<file path="config.mk">
export PLATFORM = sky130hd
export DESIGN_NAME = mario_horizontal_mover
export DESIGN_NICKNAME = d
export VERILOG_FILES = /design/src/rtl/mario_pkg.sv /design/src/rtl/tile_column_probe.sv /design/src/rtl/mario_horizontal_mover.sv
export SDC_FILE = /design/constraint.sdc
export NUM_CORES = 1
export LEC_CHECK = 0
export BUFFER_PORTS_ARGS = -buffer_cell sky130_fd_sc_hd__buf_2
export CAP_MARGIN = 5
export CORE_AREA = 2 2 664 666
export CTS_BUF_LIST = sky130_fd_sc_hd__clkbuf_16
export DETAILED_ROUTE_END_ITERATION = 16
export DIE_AREA = 0 0 666 668
export PLACE_DENSITY = 0.31
export SLEW_MARGIN = 20
export SYNTH_ARGS = -nofsm -noshare
export SYNTH_HDL_FRONTEND = slang
export SYNTH_HIERARCHICAL = 1
export SYNTH_SLANG_ARGS = --single-unit
</file>
<file path="constraint.sdc">
create_clock -name movement_clock -period 39.3 [get_ports movement_clock]
set_clock_uncertainty 0.1 [all_clocks]
set_input_delay 3.93 -clock movement_clock [delete_from_list [all_inputs] [get_ports movement_clock]]
set_output_delay 3.93 -clock movement_clock [all_outputs]
set_load 0.005 [all_outputs]
</file>
<file path="src/rtl/mario_pkg.sv">
// Shared types for the Mario movement blocks: tile codes, motion states and
// the controller direction decode.
package mario_pkg;

    typedef logic [7:0] tile_t;

    localparam tile_t BDR = 8'd0;
    localparam tile_t SKY = 8'd1;
    localparam tile_t BLK = 8'd2;
    localparam tile_t GND = 8'd3;
    localparam tile_t TKN = 8'd4;
    localparam tile_t CK1 = 8'd5;
    localparam tile_t CK2 = 8'd6;

    typedef enum logic [1:0] {
        STATIONARY,
        RUN,
        COAST,
        SKID
    } move_state_t;

    typedef enum logic [1:0] {
        DIR_NONE,
        DIR_L,
        DIR_R
    } dir_t;

    // Tiles Mario cannot walk through.
    function automatic logic is_solid(input tile_t t);
        return (t == BLK) || (t == GND);
    endfunction

endpackage

</file>
<file path="src/rtl/tile_column_probe.sv">
// Combinational probe: is any tile row overlapped by the sprite solid in the
// given column. Rows and columns outside the map are never enumerated, so
// they read as non-solid without any negative division.
module tile_column_probe
    import mario_pkg::*;
#(
    parameter int MAP_ROWS    = 12,
    parameter int MAP_COLS    = 17,
    parameter int BLOCK_WIDTH = 40
) (
    input  tile_t [MAP_ROWS-1:0][MAP_COLS-1:0] background,
    input  int                                 col,
    input  int                                 y_top,
    input  int                                 height,
    output logic                               solid
);

    int                  y_bot;
    logic [MAP_ROWS-1:0] row_hit;

    assign y_bot = y_top + height - 1;

    // A row is spanned when its pixel band [r*BW, (r+1)*BW) meets [y_top, y_bot].
    always_comb begin
        row_hit = '0;
        for (int rr = 0; rr < MAP_ROWS; rr++)
            row_hit[rr] = (rr * BLOCK_WIDTH <= y_bot) && ((rr + 1) * BLOCK_WIDTH > y_top);
    end

    // OR together solid tiles in the requested column over the spanned rows.
    always_comb begin
        solid = 1'b0;
        for (int rr = 0; rr < MAP_ROWS; rr++)
            for (int cc = 0; cc < MAP_COLS; cc++)
                if (cc == col && row_hit[rr] && is_solid(background[rr][cc]))
                    solid = 1'b1;
    end

endmodule

</file>
<file path="src/rtl/mario_horizontal_mover.sv">
// Speed-based horizontal mover: accelerate / coast / skid state machine plus
// a per-tick position step clamped against solid tiles and the screen edges.
module mario_horizontal_mover
    import mario_pkg::*;
#(
    parameter int CHARACTER_WIDTH  = 42,
    parameter int CHARACTER_HEIGHT = 42,
    parameter int BLOCK_WIDTH      = 40,
    parameter int SCREEN_WIDTH     = 640,
    parameter int MAP_ROWS         = 12,
    parameter int MAP_COLS         = 17,
    parameter int START_X          = 100,
    parameter int MAX_SPEED        = 4,
    parameter int ACCEL_TICKS      = 6,
    parameter int DECEL_TICKS      = 3
) (
    input  logic                                 movement_clock,
    input  logic                                 reset,
    input  logic                                 tick,
    input  logic                                 left,
    input  logic                                 right,
    input  tile_t [MAP_ROWS-1:0][MAP_COLS-1:0]   background,
    input  int                                   mario_y,
    output int                                   mario_x,
    output logic [$clog2(MAX_SPEED+1)-1:0]       speed,
    output logic                                 facing_left,
    output logic                                 blocked
);

    localparam int SPD_W      = $clog2(MAX_SPEED + 1);
    localparam int SKID_TICKS = (DECEL_TICKS / 2 > 1) ? DECEL_TICKS / 2 : 1;
    localparam int CNT_MAX    = (ACCEL_TICKS > DECEL_TICKS) ? ACCEL_TICKS : DECEL_TICKS;
    localparam int CNT_W      = $clog2(CNT_MAX + 1);
    localparam int RIGHT_EDGE = SCREEN_WIDTH - CHARACTER_WIDTH;

    // Accel, coast and skid counting are mutually exclusive by state and the
    // count clears on every transition, so one counter serves all three.
    move_state_t      state, st_n;
    logic [CNT_W-1:0] move_cnt, cnt_n, cnt_inc;
    logic [SPD_W-1:0] spd_n;
    logic             face_n;
    dir_t             dir_req, fwd;

    int   cand_r, cand_l, col_r, col_l, probe_col, x_n;
    logic solid, clamp;

    assign dir_req = (left && !right) ? DIR_L :
                     (right && !left) ? DIR_R : DIR_NONE;
    assign fwd     = facing_left ? DIR_L : DIR_R;
    assign cnt_inc = move_cnt + CNT_W'(1);

    // Next speed / facing / state for this tick, before collision clamping.
    always_comb begin
        st_n   = state;
        spd_n  = speed;
        face_n = facing_left;
        cnt_n  = move_cnt;
        unique case (state)
            STATIONARY: begin
                if (dir_req != DIR_NONE) begin
                    face_n = (dir_req == DIR_L);
                    spd_n  = SPD_W'(1);
                    st_n   = RUN;
                    cnt_n  = '0;
                end
            end
            RUN: begin
                if (dir_req == fwd) begin
                    if (cnt_inc == CNT_W'(ACCEL_TICKS)) begin
                        cnt_n = '0;
                        if (speed != SPD_W'(MAX_SPEED))
                            spd_n = speed + SPD_W'(1);
                    end else begin
                        cnt_n = cnt_inc;
                    end
                end else if (dir_req == DIR_NONE) begin
                    st_n  = COAST;
                    cnt_n = '0;
                end else begin
                    st_n  = SKID;
                    cnt_n = '0;
                end
            end
            COAST: begin
                if (dir_req == fwd) begin
                    st_n  = RUN;
                    cnt_n = '0;
                end else if (dir_req != DIR_NONE) begin
                    st_n  = SKID;
                    cnt_n = '0;
                end else if (speed == '0) begin
                    st_n  = STATIONARY;
                    cnt_n = '0;
                end else if (cnt_inc == CNT_W'(DECEL_TICKS)) begin
                    spd_n = speed - SPD_W'(1);
                    cnt_n = '0;
                    if (speed == SPD_W'(1))
                        st_n = STATIONARY;
                end else begin
                    cnt_n = cnt_inc;
                end
            end
            SKID: begin
                // Skid keeps the old facing; travel reverses only once stopped.
                if (dir_req == DIR_NONE) begin
                    st_n  = COAST;
                    cnt_n = '0;
                end else if (dir_req == fwd) begin
                    st_n  = RUN;
                    cnt_n = '0;
                end else if (speed == '0) begin
                    st_n   = STATIONARY;
                    face_n = !facing_left;
                    cnt_n  = '0;
                end else if (cnt_inc == CNT_W'(SKID_TICKS)) begin
                    spd_n = speed - SPD_W'(1);
                    cnt_n = '0;
                    if (speed == SPD_W'(1)) begin
                        st_n   = STATIONARY;
                        face_n = !facing_left;
                    end
                end else begin
                    cnt_n = cnt_inc;
                end
            end
            default: begin
                st_n  = STATIONARY;
                cnt_n = '0;
            end
        endcase
    end

    // Candidate positions and the leading tile column in each direction.
    assign cand_r    = mario_x + int'(spd_n);
    assign cand_l    = mario_x - int'(spd_n);
    assign col_r     = (cand_r + CHARACTER_WIDTH - 1) / BLOCK_WIDTH;
    assign col_l     = (cand_l < 0) ? -1 : cand_l / BLOCK_WIDTH;
    assign probe_col = face_n ? col_l : col_r;

    tile_column_probe #(
        .MAP_ROWS   (MAP_ROWS),
        .MAP_COLS   (MAP_COLS),
        .BLOCK_WIDTH(BLOCK_WIDTH)
    ) u_probe (
        .background(background),
        .col       (probe_col),
        .y_top     (mario_y),
        .height    (CHARACTER_HEIGHT),
        .solid     (solid)
    );

    // Position step with tile and screen clamps, using the speed after this tick's update.
    always_comb begin
        x_n   = mario_x;
        clamp = 1'b0;
        if (spd_n != '0) begin
            if (face_n) begin
                if (cand_l < 0) begin
                    x_n   = 0;
                    clamp = 1'b1;
                end else if (solid) begin
                    x_n   = (col_l + 1) * BLOCK_WIDTH;
                    clamp = 1'b1;
                end else begin
                    x_n = cand_l;
                end
            end else begin
                if (solid) begin
                    x_n   = col_r * BLOCK_WIDTH - CHARACTER_WIDTH;
                    clamp = 1'b1;
                end else begin
                    x_n = cand_r;
                end
                if (x_n > RIGHT_EDGE) begin
                    x_n   = RIGHT_EDGE;
                    clamp = 1'b1;
                end
            end
        end
    end

    // State and output registers; only tick cycles advance, blocked is a one-cycle pulse.
    always_ff @(posedge movement_clock or negedge reset) begin
        if (!reset) begin
            state       <= STATIONARY;
            move_cnt    <= '0;
            mario_x     <= START_X;
            speed       <= '0;
            facing_left <= 1'b0;
            blocked     <= 1'b0;
        end else begin
            blocked <= 1'b0;
            if (tick) begin
                mario_x     <= x_n;
                facing_left <= face_n;
                blocked     <= clamp;
                if (clamp) begin
                    state    <= STATIONARY;
                    speed    <= '0;
                    move_cnt <= '0;
                end else begin
                    state    <= st_n;
                    speed    <= spd_n;
                    move_cnt <= cnt_n;
                end
            end
        end
    end

endmodule

</file>
==> summary.txt, run 1 <==
Final layout
  • Fill cell count: 51500
  • Area of the multi-input gates: 27300 um2
  • Register area: 1050 um2
  • Syn-to-layout area delta: 54.4%
  • Share of post-route cells with drive strength above 1: 33.5%
  • Most common cell after layout, fill and taps aside: buf_2
  • Most frequent cells in the layout: buf_2 (1501), nand2_1 (380), nor2_1 (361)
  • Nets: 7765
  • Final Non-Filler Cells: 11800

Hold path
  • HP Class: flip-flop to flip-flop

STA
  • Setup TNS: 0 ns
  • Fin. Hold Viols: 0
  • RSZ-0062 raised after global routing: no
  • Tcrit/Tclk final: 85.9%
  • Endpoints failing setup: 0
  • Slew Limit Headroom: 24.4%
  • FMAX: 29.6 MHz
  • Worst-Margin Slew: 1.13 ns
  • Slew Viols, Final: 0
  • Tmin final: 33.76 ns

Clock network
  • Cts bufs inserted: 5
  • Clk sinks: 42
  • Clock slew at reported path FFs: 0.07 ns
  • Clk_lat worst skew: 0.31 ns
  • CTS tree: yes
  • Clk root buf: clkbuf_16
  • Maximum root-to-sink buffer count: 2
  • Gates resized, CTS repair: 0
  • H-tree Lvls: 2
  • Hold Buf Count CTS: 0
  • Post-CTS Setup Inserts: 0

Setup path
  • Reg-to-reg endpoint: move_cnt[2]
  • CP Class: input pin to flip-flop
  • Arrival @ worst endpoint: 33.91 ns
  • R2r setup slk: 8.70 ns
  • Delay-heaviest family, CP: compound AO/OA/AOI/OAI gates
  • Worst path buffer plus inverter count: 11
  • Setup crit start: left
  • CP startpoint kind: input pin
  • Max incr delay on CP: 0.85 ns
  • Worst Path Required: 39.45 ns
  • Worst-path maximum fanout: 15
  • CP Capture Type: flip-flop
  • FF-to-FF Start: speed[0]
  • Slowest cell on the critical path: a311oi_2
  • Critical path destination: move_cnt[2]
  • Reg2Reg Depth: 91
  • Worst path depth: 93
  • Most used cell, CP: nor2_1

Routing
  • Initial drt markers: 2880
  • Via count: 41400
  • Drt first pass iters: 5
  • Final WL: 269000 um
  • Post-DRT Antenna Nets: 0
  • Routed WL per cell: 22.7 um
  • DRC viols: 0
  • Avg Vias per Cell: 3.50

Global routing
  • Largest net degree at the start of global routing: 66
  • Vias in the first global route: 39800
  • Initial antenna violation count: 82
  • GRT overflow: 0
  • Global-route wire length before repair: 345000 um
  • Global-route usage over all layers: 11.2%

Synth
  • Flops & latches, synth: 42
  • Adder-Cell Fraction of Synth Area: 8.59%
  • Post-synth EDFFs: 0
  • Synth Warn #: 6
  • Synthesized area: 29600 um2
  • Post-synthesis sequential area ratio: 3.56%
  • Area share of the largest cell type after synthesis: 8.11%
  • Synth Area in Simple Gates: 37.6%
  • Post-synth top flop: dfrtp_1
  • Compound-Gate Fraction of Synth Area: 31.4%
  • Cell variety after synth: 151
  • Largest family of logic cells by synthesized area: simple AND/OR/NAND/NOR gates
  • Synth async-reset ratio: 100%
  • Post-synthesis cell count: 4419
  • Synth top area cells: ha_1 (8.1%), xnor2_1 (6.5%), nor4b_1 (5.7%)
  • Synth area leader: ha_1
  • Syn_area_per_cell: 6.70 um2
  • Post-Synth XOR/XNOR Area: 10.0%
  • Mux cell area share after synthesis: 1.98%

Floorplanning
  • Width of the chip: 666 um
  • IO Count: 1706
  • Die Span Y: 668 um
  • Die area: 445000 um2
  • Initial Util: 6.77%
  • Total core area: 437000 um2
  • Cell Rows: 243

Placed design
  • I/O Buffers: 1501
  • GP Congestion: 0.853
  • Cell count after placement: 11600
  • DPL Wire Length: 239000 um

Run
  • Max Cap Viol: 0

Outcome
  • Outcome: finished clean
## final cells by class
class | count | area share [%]
Clock inverter | 3 | 0.0903
Inverter | 221 | 1.81
Timing Repair Buffer | 1669 | 19.2
Tap cell | 5757 | 15.8
Clock buffer | 5 | 0.274
Sequential cell | 42 | 2.31
Multi-Input combinational cell | 3960 | 59.6
Antenna cell | 168 | 0.920
## tightest hold or removal path, cell delays in order, from the launching register on
cell and delay (ns):
dfstp_2 0.39, nand2_1 0.06, nand2_1 0.04
## flip-flops by register name (all words and copies together), names as in the netlist
name         flops
move_cnt         3
speed            3
facing_left      1
mario_x         32
blocked          1
state            2
## through the flow
step | setup WS, ns | hold WS (ns) | cell area, um2 | utilization [%]
after floorplan | 13.08 | 0.363 | 29700 | -
after global placement | 4.88 | 0.370 | 45100 | 10.3
after detailed placement | 5.11 | 0.376 | 45100 | 10.3
after CTS | 5.29 | 0.388 | 45300 | 10.4
after global routing | 3.26 | 0.395 | 45600 | 10.4
final | 5.54 | 0.387 | 45700 | 10.5
## routing by layer
layer	global-route usage (%)	routed length, um
met1	14.5	117000
met2	18.7	127000
met3	1.56	13200
met4	4.61	11700
met5	0	106
## cells by family after synthesis
kind of cell / count (synthesis)
AOI/OAI and AO/OA: 1321
xor gates and xnor gates: 333
adders and majority gates: 201
buffers and inverters: 448
DFF: 42
muxes: 56
other: 2
and+or+nand+nor: 2016
## synth_stat cells (96+ instances only)
| cell type | instances |
|---|---|
| o21ai_0 | 201 |
| xnor2_1 | 219 |
| ha_1 | 192 |
| nor3_1 | 277 |
| nor4b_1 | 192 |
| nand2_1 | 381 |
| a21oi_1 | 276 |
| nor4_1 | 96 |
| inv_1 | 217 |
| a31oi_1 | 105 |
| nor2_1 | 364 |
| xor2_1 | 108 |
| nand3_1 | 236 |
| clkbuf_1 | 118 |
## how the worst min path moves through the flow
| stage | startpoint | slack, ns | cells past startpoint | endpoint |
|---|---|---|---|---|
| 6_report | mario_x[2] | 0.39 | 2 | mario_x[2] |
| 5_1_grt | mario_x[2] | 0.39 | 2 | mario_x[2] |
| 4_1_cts | mario_x[2] | 0.39 | 2 | mario_x[2] |
| 3_5_place_dp | mario_x[2] | 0.38 | 2 | mario_x[2] |
| 3_3_place_gp | mario_x[2] | 0.37 | 2 | mario_x[2] |
| 2_1_floorplan | mario_x[2] | 0.36 | 2 | mario_x[2] |
Power of run 1 is not shown: default switching activity piles up to over one toggle a cycle in this logic, so the estimate is an artifact.
==> run 2, diff against run 1 <==
--- a/config.mk
+++ b/config.mk
@@ -7,11 +7,12 @@
 export LEC_CHECK = 0
 export BUFFER_PORTS_ARGS = -buffer_cell sky130_fd_sc_hd__buf_2
 export CAP_MARGIN = 5
-export CORE_AREA = 2 2 664 666
+export CORE_AREA = 4 4 666 668
 export CTS_BUF_LIST = sky130_fd_sc_hd__clkbuf_16
 export DETAILED_ROUTE_END_ITERATION = 16
-export DIE_AREA = 0 0 666 668
+export DIE_AREA = 0 0 670 672
 export PLACE_DENSITY = 0.31
+export REMOVE_ABC_BUFFERS = 1
 export SLEW_MARGIN = 20
 export SYNTH_ARGS = -nofsm -noshare
 export SYNTH_HDL_FRONTEND = slang
==> summary.txt, run 2 (same netlist as run 1, synthesis figures left out) <==
Outcome
  • Outcome: finished clean

Final layout
  • Nets: 7771 (+0.077%)
  • Max reg flops: 32 (unchanged)
  • Most common cell after layout, fill and taps aside: buf_2
  • Top flop regs: mario_x x32, move_cnt x3, speed x3
  • Most frequent cells in the layout: buf_2 (1501), nand2_1 (380), nor2_1 (360)
  • Share of post-route cells with drive strength above 1: 33.4% (-0.051 points)
  • Syn-to-layout area delta: 54.2% (about the same)
  • Most flops, register: mario_x

Global routing
  • Grt peak-use layer: met2
  • Met3 usage: 1.22% (-0.34 points)
  • Met1 GRT Util: 15.9% (+1.4 points)
  • Vias in the first global route: 40600 (+2.1%)
  • Global-route wire length before repair: 366000 um (+6.1%)
  • Met2 Use GR: 19.2% (+0.45 points)
  • Initial antenna violation count: 74 (-9.8%)
  • Largest net degree at the start of global routing: 66 (unchanged)
  • GRT overflow: 0 (unchanged)
  • Global-route usage over all layers: 11.8% (+0.53 points)

STA
  • Tcrit/Tclk final: 85.5% (-0.40 points)
  • Slew Limit Headroom: 10.1% (-14 points)
  • Fin. Hold Viols: 0 (unchanged)
  • Slew Viols, Final: 0 (unchanged)
  • FMAX: 29.8 MHz (+0.47%)
  • Setup TNS: 0 ns (unchanged)
  • Endpoints failing setup: 0 (unchanged)
  • Worst-Margin Slew: 1.34 ns (+0.213 ns)
  • RSZ-0062 raised after global routing: no
  • Tmin final: 33.60 ns (-0.159 ns)

Floorplanning
  • Total core area: 437000 um2 (unchanged)
  • IO Count: 1706 (unchanged)
  • Die Span Y: 672 um (+0.60%)
  • Width of the chip: 670 um (+0.60%)
  • Die area: 450000 um2 (+1.2%)
  • Initial Util: 6.77% (unchanged)
  • Cell Rows: 243 (unchanged)

Setup path
  • Slowest cell on the critical path: a31oi_2
  • Arrival @ worst endpoint: 33.74 ns (-0.17 ns)
  • Worst Path Required: 39.44 ns (about the same)
  • CP startpoint kind: input pin
  • Max incr delay on CP: 1.03 ns (+0.18 ns)
  • Critical path destination: move_cnt[2]
  • R2r setup slk: 8.79 ns (+0.09 ns)
  • CP Capture Type: flip-flop
  • Reg2Reg Depth: 92 (+1.1%)
  • Setup crit start: left
  • CP Class: input pin to flip-flop
  • Worst-path maximum fanout: 25 (+10)
  • Reg-to-reg endpoint: move_cnt[2]
  • FF-to-FF Start: speed[0]

Clock network
  • Hold Buf Count CTS: 0 (unchanged)
  • Clk root buf: clkbuf_16
  • CTS tree: yes
  • Clk sinks: 42 (unchanged)
  • Maximum root-to-sink buffer count: 2 (unchanged)
  • Gates resized, CTS repair: 0 (unchanged)
  • Clock slew at reported path FFs: 0.07 ns (about the same)
  • Clk_lat worst skew: 0.30 ns (about the same)
  • Cts bufs inserted: 5 (unchanged)
  • H-tree Lvls: 2 (unchanged)
  • Post-CTS Setup Inserts: 0 (unchanged)

Run
  • Max Cap Viol: 0 (unchanged)

Placed design
  • GP Congestion: 0.875 (+2.7%)
  • DPL Wire Length: 254000 um (+5.9%)
  • I/O Buffers: 1501 (unchanged)

Routing
  • DRC viols: 0 (unchanged)
  • Routed WL per cell: 23.9 um (+5.3%)
  • Drt first pass iters: 8 (+3)
  • Final WL: 283000 um (+5.1%)
  • Avg Vias per Cell: 3.51 (+0.35%)
  • Post-DRT Antenna Nets: 0 (unchanged)
  • Via count: 41500 (+0.22%)
  • Initial drt markers: 2828 (-1.8%)

Hold path
  • Hold Crit Start: mario_x[2]
  • HP Class: flip-flop to flip-flop
run 2: changes by cell type in the layout (fill, tap and decap cells not counted), moves of 2 or more:
cell | before | now
diode_2 | 168 | 147
buf_4 | 166 | 171
nor4_1 | 84 | 89
nor4_2 | 21 | 17
nor4b_1 | 181 | 185
nor4b_2 | 12 | 8
a31oi_1 | 99 | 96
a31oi_2 | 4 | 7
a41oi_1 | 13 | 10
a41oi_2 | 2 | 5
o21ai_0 | 198 | 200
run 2: worst min-delay path by stage:
stage / to / slack [ns] / cells after the start
6_report: mario_x[2] / 0.41 / 2
2_1_floorplan: mario_x[2] / 0.36 / 2
4_1_cts: mario_x[2] / 0.41 / 2
3_3_place_gp: mario_x[2] / 0.40 / 2
5_1_grt: mario_x[2] / 0.45 / 2
3_5_place_dp: mario_x[2] / 0.41 / 2
run 2: cell type report:
type | instances | area, um2
Clock buffer | 5 | 125
Inverter | 221 | 830
Tap cell | 5757 | 7200
Antenna cell | 147 | 368
Timing Repair Buffer | 1675 | 8850
Sequential cell | 42 | 1050
Fill cell | 51500 | 392000
Clock inverter | 3 | 41.3
Multi-Input combinational cell | 3960 | 27200
run 2: through the flow:
step / setup WS [ns] / utilization (%) / area (um2) / hold WS, ns / instances
CTS: 5.58 / 10.4 / 45300 / 0.414 / 11700
global route: 3.61 / 10.4 / 45600 / 0.446 / 11800
global placement: 5.04 / 10.3 / 45100 / 0.401 / 11700
floorplan: 6.82 / - / 28500 / 0.363 / 4223
finish: 5.70 / 10.4 / 45700 / 0.408 / 11800
detailed placement: 5.35 / 10.3 / 45100 / 0.405 / 11700
run 2: worst max-delay path: cells and delay by family:
kind / cells / cell delay (ns)
AOI/OAI and AO/OA: 38 / 14.30
and+or+nand+nor: 33 / 9.65
buffers and inverters: 12 / 2.42
adders and majority gates: 4 / 1.21
muxes: 4 / 1.16
xor gates and xnor gates: 3 / 0.87
run 2: metal layers:
metal	routed length, um	vias up
met4	12300	6
met3	12900	137
met5	41	-
met1	128000	19900
li1	-	20100
met2	130000	1318
Power of run 2 is left out for the same reason.
